## src/rtl/sprite_pkg.sv

```systemverilog
// Shared types and constants for the sprite pixel fetch path.
package sprite_pkg;

  typedef logic [23:0] rgb_t;
  typedef logic [9:0]  coord_t;

  localparam rgb_t KEY_COLOR = 24'hFF00FF;

  typedef struct packed {
    coord_t x;
    coord_t y;
    logic   flip;
  } shadow_t;

endpackage

```

## src/rtl/sprite_anim_ctr.sv

```systemverilog
// Run-cycle frame selector: steps 0->1->2->0 every ANIM_DIV frame_start pulses while animating.
// Updates only on frame_start; no backpressure.
module sprite_anim_ctr #(
  parameter int ANIM_DIV = 6
) (
  input  logic       Clk,
  input  logic       Reset,
  input  logic       frame_start,
  input  logic       animate,
  output logic [1:0] anim_frame
);

  localparam int DW = (ANIM_DIV > 1) ? $clog2(ANIM_DIV) : 1;

  logic [DW-1:0] div_cnt;

  always_ff @(posedge Clk) begin
    if (Reset) begin
      div_cnt    <= '0;
      anim_frame <= 2'd0;
    end else if (frame_start) begin
      if (!animate) begin
        div_cnt    <= '0;
        anim_frame <= 2'd0;
      end else if (div_cnt == DW'(ANIM_DIV - 1)) begin
        div_cnt    <= '0;
        anim_frame <= (anim_frame == 2'd2) ? 2'd0 : anim_frame + 2'd1;
      end else begin
        div_cnt <= div_cnt + 1'b1;
      end
    end
  end

endmodule

```

## src/rtl/sprite_pixel_fetch.sv

```systemverilog
// Sprite hit test and RAM address generation; result 2 cycles after pix_valid sample.
// Fully pipelined, one pixel per cycle, never stalls.
module sprite_pixel_fetch
  import sprite_pkg::*;
#(
  parameter int SPR_W    = 16,
  parameter int SPR_H    = 16,
  parameter int ADDR_W   = 8,
  parameter int ANIM_DIV = 6
) (
  input  logic              Clk,
  input  logic              Reset,
  input  logic              frame_start,
  input  logic              pix_valid,
  input  coord_t            DrawX,
  input  coord_t            DrawY,
  input  coord_t            SpriteX,
  input  coord_t            SpriteY,
  input  logic              flip,
  input  logic              animate,
  output logic [ADDR_W-1:0] read_address,
  output logic [1:0]        anim_frame,
  input  rgb_t              ram_data,
  output logic              out_valid,
  output logic              out_hit,
  output rgb_t              out_rgb
);

  shadow_t shadow;

  // Position/facing are frozen per frame so a sprite never tears mid-frame.
  always_ff @(posedge Clk) begin
    if (Reset) begin
      shadow <= '0;
    end else if (frame_start) begin
      shadow <= '{x: SpriteX, y: SpriteY, flip: flip};
    end
  end

  logic [10:0]       x_ext, y_ext, sx_ext, sy_ext;
  logic              in_box;
  coord_t            dx, dy, col;
  logic [ADDR_W-1:0] addr;

  always_comb begin
    x_ext  = {1'b0, DrawX};
    y_ext  = {1'b0, DrawY};
    sx_ext = {1'b0, shadow.x};
    sy_ext = {1'b0, shadow.y};
    // 11-bit compares so a sprite near column 1023 does not wrap onto column 0.
    in_box = (x_ext >= sx_ext) && (x_ext < sx_ext + 11'(SPR_W)) &&
             (y_ext >= sy_ext) && (y_ext < sy_ext + 11'(SPR_H));
    dx     = DrawX - shadow.x;
    dy     = DrawY - shadow.y;
    col    = shadow.flip ? (coord_t'(SPR_W - 1) - dx) : dx;
    addr   = ADDR_W'(dy) * ADDR_W'(SPR_W) + ADDR_W'(col);
  end

  logic vld1, box1, vld2, box2;
  logic hit;

  always_ff @(posedge Clk) begin
    if (Reset) begin
      read_address <= '0;
      vld1         <= 1'b0;
      box1         <= 1'b0;
      vld2         <= 1'b0;
      box2         <= 1'b0;
    end else begin
      read_address <= (pix_valid && in_box) ? addr : '0;
      vld1         <= pix_valid;
      box1         <= pix_valid && in_box;
      vld2         <= vld1;
      box2         <= box1;
    end
  end

  assign hit = box2 && (ram_data != KEY_COLOR);

  always_ff @(posedge Clk) begin
    if (Reset) begin
      out_valid <= 1'b0;
      out_hit   <= 1'b0;
      out_rgb   <= '0;
    end else begin
      out_valid <= vld2;
      out_hit   <= hit;
      out_rgb   <= hit ? ram_data : '0;
    end
  end

  sprite_anim_ctr #(
    .ANIM_DIV(ANIM_DIV)
  ) u_anim (
    .Clk        (Clk),
    .Reset      (Reset),
    .frame_start(frame_start),
    .animate    (animate),
    .anim_frame (anim_frame)
  );

endmodule

```

## config.mk

```make
export PLATFORM = sky130hd
export DESIGN_NAME = sprite_pixel_fetch
export DESIGN_NICKNAME = d
export VERILOG_FILES = /design/src/rtl/sprite_pkg.sv /design/src/rtl/sprite_anim_ctr.sv /design/src/rtl/sprite_pixel_fetch.sv
export SDC_FILE = /design/constraint.sdc
export NUM_CORES = 1
export LEC_CHECK = 0
export CAP_MARGIN = 20
export CORE_MARGIN = 3
export CORE_UTILIZATION = 50
export DETAILED_ROUTE_END_ITERATION = 8
export PLACE_DENSITY = 0.84
export SYNTH_ARGS = -nofsm -noshare
export SYNTH_HDL_FRONTEND = slang
export SYNTH_SLANG_ARGS = --single-unit
```

## constraint.sdc

```tcl
create_clock -name Clk -period 6.5 [get_ports Clk]
set_input_delay 0.65 -clock Clk [delete_from_list [all_inputs] [get_ports Clk]]
set_output_delay 0.65 -clock Clk [all_outputs]
set_load 0.01 [all_outputs]
```

==> results.sh, run 1 <==
export IMPL_status="finished clean"
export IMPL_holdBufCountCts=0
export IMPL_crit_path_end_kind="register"
export IMPL_ys_seq_area_frac=0.3722
export IMPL_synth_largest_area_cell="dfxtp_1"
export IMPL_seq_power_share=0.431
export IMPL_yosysWarnings=0
export IMPL_criticalPathCategory="input pin to register"
export IMPL_cts_root_buf="clkbuf_8"
export IMPL_utilization=0.7307
export IMPL_row_count=29
export IMPL_post_cts_resized=0
export IMPL_dp_cells=540
export IMPL_power_switching_uw=259.9
export IMPL_io_buffer_count=105
export IMPL_syn_area_per_cell_um2=9.379
export IMPL_yosysMostFrequentCell="dfxtp_1"
export IMPL_syn_nets=478
export IMPL_drc=0
export IMPL_grt_pass1_wl_mm=12.59
export IMPL_clk_path_buf_depth=2
export IMPL_layout_nets=586
export IMPL_r2r_start="shadow[16]"
export IMPL_fin_crit_sh=0.6343
export IMPL_clock_sinks=64
export IMPL_synth_async_sr_flop_share=0
export IMPL_synth_area_leaders="dfxtp_1, ha_1, mux2i_1"
export IMPL_crit_arrival_ps=4330
export IMPL_start_util=0.5300
export IMPL_tightest_slew_ps=615.6
export IMPL_synth_edff_count=0
export IMPL_finalHoldViolations=0
export IMPL_cp_start_kind="input pin"
export IMPL_cts_htree_levels=3
export IMPL_synthFlopType="dfxtp_1"
export IMPL_p_leak_nw=2.006
export IMPL_seqCellArea_mm2=0.001281
export IMPL_max_freq_ghz=0.2425
export IMPL_synth_common_cells="dfxtp_1, ha_1, inv_1, nor2_1, and2_1"
export IMPL_rsz0062_at_grt="false"
export IMPL_grt_max_degree=31
export IMPL_overflow=0
export IMPL_clk_pin_slew_ps=70
export IMPL_irDropWorstVdd_uv=127.8
export IMPL_netlist_instances=367
export IMPL_fin_worst_skew_ps=7.739
export IMPL_fin_cells=556
export IMPL_max_slew_margin_rel=0.5896
export IMPL_io_pins=106
export IMPL_clock_latency_ps=340
export IMPL_die_y_um=88.97
export IMPL_drt_iter0_markers=81
export IMPL_rrSetupSlack_ps=2850
export IMPL_antenna_left=0
export IMPL_yosysUniqueCellTypes=48
export IMPL_routed_wl_mm=8.038
export IMPL_gp_congestion=0.8109
export IMPL_min_from="box1"
export IMPL_vias_per_cell=5.135
export IMPL_intPower_uw=699.2
export IMPL_post_cts_buffers=0
export IMPL_die_w_um=88.97
export IMPL_avgRoutedWirePerCell_um=14.46
export IMPL_p_comb_frac=0.232
export IMPL_hold_path_class="register to register"
export IMPL_total_power_uw=959.1
export IMPL_numCtsBuffers=9
export IMPL_synth_area_mm2=0.003442
export IMPL_power_share_clock=0.337
export IMPL_critPathRequiredTime_ps=6710
export IMPL_syn_to_final_growth_pct=37.88
export IMPL_finalSetupViolCount=0
export IMPL_cts_tree="yes"
export IMPL_core_area_mm2=0.006495
export IMPL_p_per_area_mw_per_mm2=202.1
export IMPL_slew_viol_final=0
export IMPL_n_antenna_cell=0
export IMPL_whs_ps=446.2
export IMPL_multi_input_area_mm2=0.001964
export IMPL_maxCapViolations=0
export IMPL_grt_total_usage=0.2054
export IMPL_yosysTopAreaCellShare=0.3722
export IMPL_vias=2855
export IMPL_drtPass1Iterations=4
export IMPL_die_area_mm2=0.007916
export IMPL_drive_gt1_frac=0.05846
export IMPL_yosys_register_bits=64
export IMPL_fin_crit_ps=4123
export IMPL_fin_setup_tns_ps=0
export IMPL_antenna_found_initial=0
export IMPL_dp_hpwl_mm=6.220
export IMPL_crit_fanout=4
export IMPL_grt_pass1_vias=2804
export IMPL_nFillCells=495
export IMPL_critPathLaunch="DrawX[0]"
export IMPL_swShare=0.2710
[power groups by stage]
stage          Combinational (mW)  Clock [mW]  Sequential [mW]
6_report                    0.223       0.324            0.413
5_1_grt                     0.250       0.349            0.414
4_1_cts                     0.224       0.333            0.413
3_5_place_dp                0.220           0            0.422
3_3_place_gp                0.211           0            0.421
2_1_floorplan               0.142           0            0.419
[sequential cells by signal, indices dropped and copies added, names as in the netlist]
| signal | count |
|---|---|
| out_valid | 1 |
| shadow | 21 |
| vld1 | 1 |
| out_rgb | 24 |
| u_anim.div_cnt | 3 |
| vld2 | 1 |
| read_address | 8 |
| u_anim.anim_frame | 2 |
| box2 | 1 |
| out_hit | 1 |
| box1 | 1 |
[cells by family after synthesis]
group                      count (synthesis)  share of synthesized area
AOI/OAI and AO/OA                         52                     0.1014
buffers and inverters                     48                    0.05707
and+or+nand+nor                          117                     0.1916
muxes                                     21                    0.06107
xor gates and xnor gates                  24                    0.06107
adders and majority gates                 41                     0.1556
DFF                                       64                     0.3722
[cell type report]
type	instances	area share
multi-input cells	255	0.4139
flip-flops and latches	64	0.2700
repair buffers	108	0.2262
clock buffers	13	0.03770
inverters	37	0.02926
well taps	77	0.02030
clock inverters	2	0.002636
[per-stage QoR]
stage / setup slack, ps / instance area (um^2)
finish: 2377 / 4746
global route: 2119 / 4746
CTS: 2389 / 4738
detailed placement: 2089 / 4547
global placement: 2229 / 4547
floorplan: 2804 / 3442
[worst paths after layout]
path              cells past startpoint              end
setup / recovery                     20  read_address[7]
hold / removal                        1             box2
setup reg to reg                     17  read_address[7]
hold reg to reg                       1             box2
[critical path, stage by stage]
cell and delay (ps):
clkdlybuf4s50_1 450, inv_1 40, ha_1 210, fa_1 430, nor2b_1 150, o21ai_1 70, nand2b_1 140, xor2_1 210
inv_1 70, ha_1 280, nand2_1 60, o21ai_1 90, ha_1 310, a21o_1 180, a21oi_1 170, xnor2_1 150
xnor2_1 160, xor2_1 230, nand3_1 110, nor3b_1 160
[per-layer routing]
layer	up-vias	GRT usage	routed length (um)
met5	-	0	0
met4	0	0.06901	147
met3	11	0.04332	268
met2	52	0.3745	4233
met1	1320	0.2383	3389
li1	1472	-	-
[layout by cell type, fill, tap and decap left out, drive strengths merged, types with 6 or more instances in the layout]
cell type / count
a21o: 6
a21oi: 15
and2: 26
clkbuf: 13
clkdlybuf4s50: 105
dfxtp: 64
ha: 38
inv: 36
mux2i: 21
nand2: 6
nand2b: 8
nand3: 9
nand4: 6
nor2: 31
nor2b: 9
nor3: 9
o21ai: 11
xnor2: 17
xor2: 7
(Power assumes the default switching activity.)
==> inputs of run 2 (changes only) <==
--- a/config.mk
+++ b/config.mk
@@ -7,9 +7,9 @@
 export LEC_CHECK = 0
 export CAP_MARGIN = 20
 export CORE_MARGIN = 3
-export CORE_UTILIZATION = 50
+export CORE_UTILIZATION = 47
 export DETAILED_ROUTE_END_ITERATION = 8
-export PLACE_DENSITY = 0.84
+export PLACE_DENSITY = 0.79
 export SYNTH_ARGS = -nofsm -noshare
 export SYNTH_HDL_FRONTEND = slang
 export SYNTH_SLANG_ARGS = --single-unit
==> constraint.sdc (replaced) <==
create_clock -name Clk -period 3.95 [get_ports Clk]
set_input_delay 0.395 -clock Clk [delete_from_list [all_inputs] [get_ports Clk]]
set_output_delay 0.395 -clock Clk [all_outputs]
set_load 0.01 [all_outputs]
==> run 2 against run 1 <==
Effect of this change: sequential cell count stayed put; register-to-register slack got worse by 2300 ps; clock skew shrank 1.4 ps; highest routed layer unchanged; global-route usage is 1.4 points lower; power increased by 69%; largest power group unchanged; critical path depth unchanged; sequential power increased by 64%; sequential share of layout area down 0.44 points.
==> results.sh, run 2 (synthesized netlist as in run 1, its figures left out) <==
export IMPL_status="finished clean"
export IMPL_total_power_mw=1.621
export IMPL_max_slew_margin_rel=0.4692
export IMPL_grt_pass1_vias=2871
export IMPL_antenna_left=0
export IMPL_irDropWorstVdd_uv=200.9
export IMPL_grt_total_usage=0.1918
export IMPL_max_freq_ghz=0.2711
export IMPL_cts_htree_levels=3
export IMPL_whs_ps=439.4
export IMPL_cp_start_kind="input pin"
export IMPL_min_from="box1"
export IMPL_intPower_mw=1.182
export IMPL_multi_input_area_mm2=0.001968
export IMPL_cts_root_buf="clkbuf_8"
export IMPL_clock_sinks=64
export IMPL_top_layer="met4"
export IMPL_drc=0
export IMPL_drt_iter0_markers=63
export IMPL_start_util=0.4957
export IMPL_wl_met1_mm=3.434
export IMPL_crit_fanout=3
export IMPL_fin_setup_tns_ps=0
export IMPL_fin_crit_ps=3688
export IMPL_die_y_um=91.58
export IMPL_io_pins=106
export IMPL_overflow=0
export IMPL_slew_viol_final=0
export IMPL_r2r_start="shadow[11]"
export IMPL_top_register="out_rgb"
export IMPL_routed_wl_mm=7.833
export IMPL_vias=2851
export IMPL_clk_pin_slew_ps=70
export IMPL_utilization=0.6948
export IMPL_crit_arrival_ps=3900
export IMPL_fin_crit_sh=0.9338
export IMPL_seq_power_share=0.419
export IMPL_hold_depth=1
export IMPL_syn_to_final_growth_pct=40.17
export IMPL_largest_register_ffs=24
export IMPL_cts_tree="yes"
export IMPL_antenna_found_initial=0
export IMPL_row_count=30
export IMPL_power_switching_uw=439.2
export IMPL_ff2ff_path_depth=18
export IMPL_top_regs="out_rgb: 24 flops, shadow: 21 flops, read_address: 8 flops"
export IMPL_seqCellArea_mm2=0.001281
export IMPL_gp_congestion=0.8640
export IMPL_maxCapViolations=0
export IMPL_most_common_layout_cells="clkdlybuf4s50_1, dfxtp_1, ha_1, inv_1, nor2_1"
export IMPL_holdBufCountCts=0
export IMPL_numCtsBuffers=9
export IMPL_critPathRequiredTime_ps=4160
export IMPL_clk_path_buf_depth=2
export IMPL_p_leak_nw=2.037
export IMPL_wl_met3_um=295
export IMPL_dp_hpwl_mm=6.192
export IMPL_fin_worst_skew_ps=6.377
export IMPL_p_comb_frac=0.237
export IMPL_drive_gt1_frac=0.07202
export IMPL_hold_path_end="box2"
export IMPL_n_antenna_cell=0
export IMPL_swShare=0.2710
export IMPL_route_met2_wl_mm=3.979
export IMPL_power_share_clock=0.344
export IMPL_r2r_end="read_address[7]"
export IMPL_grt_max_degree=31
export IMPL_crit_path_end_kind="register"
export IMPL_layout_commonest_cell="clkdlybuf4s50_1"
export IMPL_grt_pass1_wl_mm=13.05
export IMPL_layout_nets=592
export IMPL_tightest_slew_ps=793.7
export IMPL_die_w_um=91.58
export IMPL_finalSetupViolCount=0
export IMPL_hold_path_class="register to register"
export IMPL_avgRoutedWirePerCell_um=13.46
export IMPL_criticalPathCategory="input pin to register"
export IMPL_die_area_mm2=0.008386
export IMPL_clock_latency_ps=340
export IMPL_p_per_area_mw_per_mm2=336.0
export IMPL_vias_per_cell=4.899
export IMPL_drtPass1Iterations=4
export IMPL_core_area_mm2=0.006944
export IMPL_rrSetupSlack_ps=510
export IMPL_nFillCells=548
export IMPL_finalHoldViolations=0
export IMPL_io_buffer_count=105
[run 2: changes by cell type in the layout (fill, tap and decap cells not counted), sizes merged]
cell / change
bufinv: +1
clkinv: +2
buf: +6
clkbuf: -2
[run 2: area by class of cell]
cell class                      count  area share
Sequential cell                    64      0.2656
Clock buffer                       11     0.02931
Tap cell                           96     0.02490
Inverter                           37     0.02879
Clock inverter                      5     0.01167
Multi-Input combinational cell    255      0.4079
Timing Repair Buffer              114      0.2318
[run 2: worst max path at each step]
stage	startpoint	to	slack, ps
global route	DrawX[0]	read_address[7]	-10
floorplan	DrawX[0]	read_address[7]	510
CTS	DrawX[0]	read_address[7]	230
global placement	DrawX[0]	read_address[7]	-2
finish	DrawX[0]	read_address[7]	260
detailed placement	DrawX[0]	read_address[7]	-120
[run 2: per-stage QoR]
| stage | cells | area (um^2) | setup WS (ps) |
|---|---|---|---|
| 3_5_place_dp | 565 | 4616 | -124.9 |
| 2_1_floorplan | 367 | 3442 | 508.9 |
| 5_1_grt | 582 | 4825 | -13.70 |
| 3_3_place_gp | 565 | 4616 | -1.578 |
| 6_report | 582 | 4825 | 261.6 |
| 4_1_cts | 581 | 4813 | 226.1 |
[run 2: power groups by stage]
stage,Sequential [mW],Combinational (mW),Clock [mW]
after CTS,0.679,0.384,0.577
after detailed placement,0.694,0.380,0
after floorplan,0.690,0.233,0
final,0.679,0.384,0.557
after global routing,0.681,0.429,0.608
after global placement,0.693,0.366,0
[run 2: timing repair]
action,4_1_cts,5_1_grt
gates resized for setup,0,1
setup endpoints to repair,0,1
hold endpoints to repair,0,0
setup buffers,0,0
[run 2: layer usage]
metal / up-vias / track usage
li1: 1476 / -
met1: 1304 / 0.2309
met2: 58 / 0.3323
met3: 13 / 0.04391
met4: 0 / 0.06784
met5: - / 0
[run 2: worst max-delay path, stage by stage]
cell	delay, ps
clkdlybuf4s50_1	460
inv_1	40
ha_1	210
fa_1	420
nor2b_1	140
o21ai_1	60
nand2b_1	110
xor2_1	180
inv_1	60
ha_1	180
nand2b_1	140
xnor2_1	190
xnor2_1	140
ha_1	270
a21oi_2	140
xnor2_1	140
xnor2_1	160
xor2_1	210
nand3_1	90
nor3b_1	160
